File: config.mk
export PLATFORM = sky130hd
export DESIGN_NAME = fetch_ctrl
export DESIGN_NICKNAME = d
export VERILOG_FILES = /design/src/rtl/fetch_pkg.sv /design/src/rtl/fetch_pc_reg.sv /design/src/rtl/fetch_ctrl.sv
export SDC_FILE = /design/constraint.sdc
export NUM_CORES = 1
export LEC_CHECK = 0
export BUFFER_PORTS_ARGS = -buffer_cell sky130_fd_sc_hd__buf_2
export CAP_MARGIN = 20
export CORE_MARGIN = 3
export CORE_UTILIZATION = 55
export CTS_CLUSTER_SIZE = 40
export DETAILED_ROUTE_END_ITERATION = 8
export GPL_ROUTABILITY_DRIVEN = 0
export PLACE_DENSITY = 0.85
export SYNTH_ARGS = -nofsm -noshare
export SYNTH_HDL_FRONTEND = slang
export SYNTH_SLANG_ARGS = --single-unit
File: constraint.sdc
create_clock -name clk_i -period 3.2 [get_ports clk_i]
set_input_delay 0 -clock clk_i [delete_from_list [all_inputs] [get_ports clk_i]]
set_output_delay 0 -clock clk_i [all_outputs]
set_load 0.05 [all_outputs]
File: src/rtl/fetch_pkg.sv
// Shared types and constants for the instruction fetch controller.
// Holds the fetch FSM encoding, the NOP filler word and the PC stride.
package fetch_pkg;

  typedef enum logic [1:0] {
    IDLE = 2'd0,
    REQ  = 2'd1,
    WAIT = 2'd2,
    HOLD = 2'd3
  } fetch_state_e;

  localparam logic [31:0] NOP     = 32'h0000_0013;
  localparam logic [31:0] PC_STEP = 32'd4;

  // Instruction addresses are always word aligned; low bits are dropped.
  function automatic logic [31:0] alignPc(input logic [31:0] addr);
    return {addr[31:2], 2'b00};
  endfunction

endpackage

File: src/rtl/fetch_pc_reg.sv
// Fetch program counter: holds the next address to request.
// A redirect always wins over the sequential step; the sum wraps modulo 2^32.
module fetch_pc_reg
  import fetch_pkg::*;
#(
  parameter logic [31:0] RESET_PC = 32'h0000_0000
) (
  input  logic        clk_i,
  input  logic        rst_ni,
  input  logic        i_redirect,
  input  logic [31:0] i_redirectPc,
  input  logic        i_advance,
  input  logic [31:0] i_advanceBase,
  output logic [31:0] o_pc
);

  logic [31:0] r_pc;
  logic [31:0] w_stepPc;

  assign w_stepPc = i_advanceBase + PC_STEP;

  always_ff @(posedge clk_i) begin
    if (!rst_ni) begin
      r_pc <= RESET_PC;
    end else if (i_redirect) begin
      r_pc <= alignPc(i_redirectPc);
    end else if (i_advance) begin
      r_pc <= w_stepPc;
    end
  end

  assign o_pc = r_pc;

endmodule

File: src/rtl/fetch_ctrl.sv
// Instruction fetch controller: issues one memory request at a time and
// presents each returned word to decode until it is accepted.
module fetch_ctrl
  import fetch_pkg::*;
#(
  parameter logic [31:0] RESET_PC = 32'h0000_0000
) (
  input  logic        clk_i,
  input  logic        rst_ni,
  input  logic        enbl_i,
  input  logic        redirect_i,
  input  logic [31:0] redirect_pc_i,
  output logic        imem_req_o,
  output logic [31:0] imem_addr_o,
  input  logic        imem_gnt_i,
  input  logic        imem_rvalid_i,
  input  logic [31:0] imem_rdata_i,
  output logic        instr_valid_o,
  output logic [31:0] instr_o,
  output logic [31:0] instr_pc_o,
  input  logic        instr_ready_i
);

  fetch_state_e r_state;
  fetch_state_e w_stateNext;
  fetch_state_e w_afterTxn;

  logic        r_kill;
  logic [31:0] r_issuedPc;
  logic [31:0] r_instr;
  logic [31:0] r_instrPc;
  logic [31:0] w_pc;
  logic        w_capture;

  fetch_pc_reg #(
    .RESET_PC(RESET_PC)
  ) u_pcReg (
    .clk_i        (clk_i),
    .rst_ni       (rst_ni),
    .i_redirect   (redirect_i),
    .i_redirectPc (redirect_pc_i),
    .i_advance    (w_capture),
    .i_advanceBase(r_issuedPc),
    .o_pc         (w_pc)
  );

  // A response is kept only if nothing invalidated it while it was in flight.
  assign w_capture  = (r_state == WAIT) && imem_rvalid_i && !r_kill && !redirect_i;
  assign w_afterTxn = enbl_i ? REQ : IDLE;

  always_comb begin
    w_stateNext = r_state;
    case (r_state)
      IDLE: begin
        if (enbl_i) begin
          w_stateNext = REQ;
        end
      end
      REQ: begin
        if (imem_gnt_i) begin
          w_stateNext = WAIT;
        end else if (!enbl_i) begin
          w_stateNext = IDLE;
        end
      end
      WAIT: begin
        if (imem_rvalid_i) begin
          w_stateNext = w_capture ? HOLD : w_afterTxn;
        end
      end
      HOLD: begin
        if (redirect_i || instr_ready_i) begin
          w_stateNext = w_afterTxn;
        end
      end
      default: w_stateNext = IDLE;
    endcase
  end

  always_ff @(posedge clk_i) begin
    if (!rst_ni) begin
      r_state    <= IDLE;
      r_kill     <= 1'b0;
      r_issuedPc <= RESET_PC;
      r_instr    <= NOP;
      r_instrPc  <= 32'h0000_0000;
    end else begin
      r_state <= w_stateNext;
      if (r_state == REQ && imem_gnt_i) begin
        r_issuedPc <= w_pc;
        r_kill     <= redirect_i;
      end else if (r_state == WAIT) begin
        if (imem_rvalid_i) begin
          r_kill <= 1'b0;
        end else if (redirect_i) begin
          r_kill <= 1'b1;
        end
      end
      if (w_capture) begin
        r_instr   <= imem_rdata_i;
        r_instrPc <= r_issuedPc;
      end
    end
  end

  assign imem_req_o    = (r_state == REQ);
  assign imem_addr_o   = w_pc;
  assign instr_valid_o = (r_state == HOLD);
  assign instr_o       = r_instr;
  assign instr_pc_o    = r_instrPc;

endmodule

## Yosys cells after proc, flatten, opt, wreduce, memory -nomap -nowiden

Index checks and enable logic that the tools add are counted.
Widths: inputs -> output; s select.

- $add $sub $neg: 1
- Equality and inequality tests: 7
- Muxes and demuxes: 14
- Bitwise logic cells: 1
- Reductions and logical operators: 14

Operator list:

| cell | number |
|---|---|
| $mux 32 | 2 |
| $add 32x3->32 const B | 1 |
| $mux 2 | 6 |
| $pmux 2 s4 | 1 |
| $mux 1 | 5 |
| $eq 2x2->1 const B | 2 |
| $logic_and 1x1->1 | 4 |
| $ne 2x2->1 const B | 2 |
| $reduce_and 4->1 | 1 |
| $reduce_bool 2->1 | 2 |
| $ne 3x2->1 const B | 1 |
| $reduce_bool 3->1 | 1 |
| $eq 2x1->1 const B | 1 |
| $logic_not 1->1 | 2 |
| $logic_not 2->1 | 1 |
| $ne 2x1->1 const B | 1 |
| $reduce_and 2->1 | 1 |
| $reduce_or 2->1 | 1 |
| $logic_or 1x1->1 | 1 |
| $not 1->1 | 1 |

- Register bits: 131
- Bits of input ports: 71
- Output and inout port bits: 98
- Logic and storage cells: 44

## Logic depth before layout (Yosys ltp)

- Depth after elaboration: 7
- Mapped depth: 8
- Gate-level depth less buffers: 6

## Modules after synthesis

Synthesis repeated with hierarchy kept, for this count alone.

- Cells, all modules: 709
- Area total of the unflattened synthesis: 5944.5 um^2

Modules (own cells, without submodules):

| module | instances | cells an instance | area each (um^2) | sequential area each (um^2) |
|---|---|---|---|---|
| fetch_ctrl | 1 | 443 | 3868.7 | 1981.9 |
| fetch_pc_reg | 1 | 266 | 2075.7 | 640.6 |

## Least setup slack after synthesis

No wires, ideal clock.

- Path type: reg2reg
- Start: register r_issuedPc[2]
- End: register u_pcReg.r_pc[20], in the netlist u_pcReg.o_pc[20]
- Library setup time: 0.123 ns
- Arrival: 1.576 ns
- Required time: 3.077 ns
- Setup slack: 1.502 ns
- Stages on the path, launching flop included: 7
- Path buffers: 0
- Clock period less this slack: 1.698 ns
- Cells stage by stage: dfxtp_1 ha_1 nand3_1 nor4_2 nand2_1 a221oi_1 nor2_1

- Word-level cells in the longest chain between the ends: 3

Ends and longest elaborated chain:

| element | line | RTL |
|---|---|---|
| from (decl) | fetch_ctrl.sv:29 | `logic [31:0] r_issuedPc;` |
| from (signal assigned) | fetch_ctrl.sv:90 | `r_issuedPc <= w_pc;` |
| $add 32x3->32 | fetch_pc_reg.sv:20 | `assign w_stepPc = i_advanceBase + PC_STEP;` |
| $mux 32 | fetch_pc_reg.sv:27 | `end else if (i_advance) begin` |
| $mux 32 | fetch_pc_reg.sv:25 | `end else if (i_redirect) begin` |
| to (signal assigned) | fetch_pc_reg.sv:26 | `r_pc <= alignPc(i_redirectPc);` |
| to (signal assigned) | fetch_pc_reg.sv:28 | `r_pc <= w_stepPc;` |
| to (decl) | fetch_pc_reg.sv:17 | `logic [31:0] r_pc;` |

No other way between the ends. The select of a mux whose other input is x is not followed.
A chain may end at the register's enable or synchronous reset.

## Worst setup path after layout

Same ends and word-level chain as after synthesis.

==> run_results.csv <==
group,metric,value,unit
outcome,run_status,"complete, no violations",
routing,vias_per_cell,5.646,
critical_path,cp_data_arrival_time,3.13,ns
cts,path_clk_slew,0.06,ns
timing,timing.final.crit_share,0.8480,
grt,grt_start_max_net_pins,67,
synthesis,synth_cell_type_count,45,
timing,skew,0.007100,ns
cts,cts-hold-fix-buffers,80,
final_layout,most_common_cell_after_layout_fill_and_taps_aside,"nand2_1",
power,p_switching,953.9,uW
final_layout,design.final.nets,1012,
place,post-place-ws,1.021,ns
cts,clkLatencyLatePin,0.53,ns
cts,htree_num_levels,4,
power,relative_contribution_of_the_clock_network_to_total_power,0.479,
timing,finalHoldViolCount,0,
critical_path,path_class,"register to register",
timing,tightest_slew,0.7451,ns
flow_run,maxCapViolations,0,
final_layout,drive_gt1_frac,0.2368,
final_layout,n_antenna_cell,0,
synthesis,ys_ff_latch,131,
final_layout,final_cell_mix,"226 x nand2_1, 166 x buf_2, 131 x dfxtp_1",
cts,sink_count_of_the_clock_tree,131,
power,overall_power_of_the_completed_layout,4.035,mW
synthesis,syn-cell-area,0.005568,mm^2
routing,routed_wire_length_per_instance,16.88,um
synthesis,synthDominantCellAreaShare,0.4710,
timing,timing.final.crit_period,2.714,ns
timing,timing.final.setup_violations,0,
cts,cts.path.max_buffers,2,
timing,remaining_max_slew_budget_at_the_tightest_pin,0.5021,
routing,drtIter0Drc,452,
cts,post_cts.repair.setup_buffers,0,
grt,grtUsageTotal,0.3229,
timing,rsz0062_at_grt,"false",
critical_path,worst-path-max-fanout,6,
timing,fin_worst_hold_slack,0.03955,ns
routing,remaining_drc_errors,0,
hold_path,worst_hold_path.num_cells,3,
grt,antenna_violations_before_repair,0,
timing,finalWorstSetupSlack,0.4865,ns
final_layout,area_growth,40.40,%
power,p_int,3.081,mW
synthesis,ys_seq_area_frac,0.4710,
grt,number_of_global_route_vias_before_repair,6055,
synthesis,synth_area_per_cell,7.701,um^2
synthesis,syn-num-nets,795,
place,detailedPlacementHpwl,10250,um
die,placementRows,36,
cts,tritoncts.num_buffers,17,
synthesis,netlist.top_cell.by_area,"dfxtp_1",
synthesis,edff_count_synth,0,
critical_path,cp-start-kind,"register",
synthesis,netlist_instances,723,
synthesis,synth.yosys.warnings,0,
hold_path,worst_hold_path_type,"input pin to register",
die,placeableCoreArea,0.009819,mm^2
critical_path,number_of_cells_on_the_worst_reg_to_reg_path,7,
die,ioPinCount,169,
timing,timing_max_transition_violations_final,0,
synthesis,ys_top_cells_by_area,"dfxtp_1 47%, nand2_1 15%, a21oi_1 10%",
routing,route.final.wire_length,18280,um
routing,antenna_violation_net_count_after_detailed_routing,0,
power,ir_drop,0.0003453,V
grt,globalRoute.totalOverflow,0,
synthesis,postSynth.asyncResetShare,0,
cts,tritoncts,"built",
power,pwr_density_cell,516.1,mW/mm^2
synthesis,ys_dominant_reg_cell,"dfxtp_1",
cts,ctsResizeCount,0,
die,floorplan.die_area,0.01137,mm^2
critical_path,crit_required,3.61,ns
place,place.port_buffers,166,
cts,cts_root_buffer,"clkbuf_8",
critical_path,setup.worst_path.end_class,"register",
routing,routed-via-count,6115,
timing,setup_total_negative_slack,0,ns
power,switching_share,0.2364,
power,total_leakage_power,3.222,nW
die,fp.dieH,106.6,um
die,die_w,106.6,um
routing,drt_first_pass_iters,6,
grt,global_route_wire_length_before_repair,29330,um
die,initial_core_utilization,0.5670,
power,power.share.combinational,0.100,
power,power.sequential.fraction,0.420,
timing,peak_clock_frequency_supported_by_timing,368.5,MHz
## cells by family after synthesis
family,synth area share
AO/OA/AOI/OAI,0.1670
XOR/XNOR,0.02989
adder cells (fa/ha/maj),0.002247
buffers and inverters,0.04787
flip-flops,0.4710
multiplexers,0.005842
AND/OR/NAND/NOR,0.2762
## through the flow
stage	util	instances	instance area [um^2]
2_1_floorplan	-	723	5568
3_5_place_dp	0.6553	974	6435
4_1_cts	0.7961	1083	7818
3_3_place_gp	0.6553	974	6435
6_report	0.7961	1083	7818
5_1_grt	0.7961	1083	7818
## cell usage after synthesis (2+ instances only)
cell        n
o311ai_0    2
mux2_2      2
inv_1       8
nor4_1      4
nand4_4     2
a211oi_2    6
nor4_2      2
a221oi_1   10
buf_2      18
xnor2_1     7
a211oi_1    3
clkbuf_1   39
nor2_1     46
dfxtp_1   131
nand4_1    10
nor2b_1     3
nand2b_1    5
nor2_2      2
nand3_1    18
nand2_1   226
xor2_1     12
nor4_4      2
nor3_1      4
o21ai_0    11
and2_1      2
a21oi_1   116
or3_1       6
and3_1      6
o221ai_1    3
or2_2       2
## layout make-up
| class | instances | area, um^2 |
|---|---|---|
| clock buffer | 25 | 484.2 |
| inverter | 8 | 31.28 |
| clock inverter | 4 | 97.59 |
| multi-input combinational | 527 | 2704 |
| timing repair buffer | 255 | 1712 |
| tap | 133 | 166.4 |
| fill | 623 | 2002 |
| sequential | 131 | 2623 |
## state kept, by name (all words and copies together) (netlist names)
| register | cells |
|---|---|
| r_issuedPc | 32 |
| u_pcReg.o_pc | 32 |
| r_state | 2 |
| instr_pc_o | 32 |
| r_kill | 1 |
| instr_o | 32 |
## final timing paths
kind | start | to | slack (ns)
setup / recovery | r_issuedPc[2] | u_pcReg.o_pc[20] | 0.49
hold reg to reg | instr_pc_o[28] | instr_pc_o[28] | 0.45
hold / removal | rst_ni | u_pcReg.o_pc[18] | 0.04
setup reg to reg | r_issuedPc[2] | u_pcReg.o_pc[20] | 0.49
## power groups by stage
stage	clock network [mW]	registers [mW]	logic [mW]
6_report	1.93	1.70	0.404
3_5_place_dp	0	1.73	0.315
3_3_place_gp	0	1.73	0.307
4_1_cts	1.95	1.69	0.390
2_1_floorplan	0	1.81	0.130
5_1_grt	2.02	1.70	0.430
## per-layer routing
layer,GRT usage,up-vias,wire length [um],share of wire
met5,0,-,0,0
met4,0.1279,0,466,0.025
met3,0.1030,61,1679,0.092
met2,0.5751,319,9225,0.50
met1,0.3559,2872,6909,0.38
li1,-,2863,-,-
## critical path, cell delays in order (launching register included)
cell and delay (ns):
dfxtp_1 0.44, ha_1 0.27, nand3_1 0.25, nor4_2 0.57
nand2_1 0.12, a221oi_1 0.30, nor2_1 0.08, dlygate4sd3_1 0.56
No activity file was read; power rests on OpenSTA's default activity.
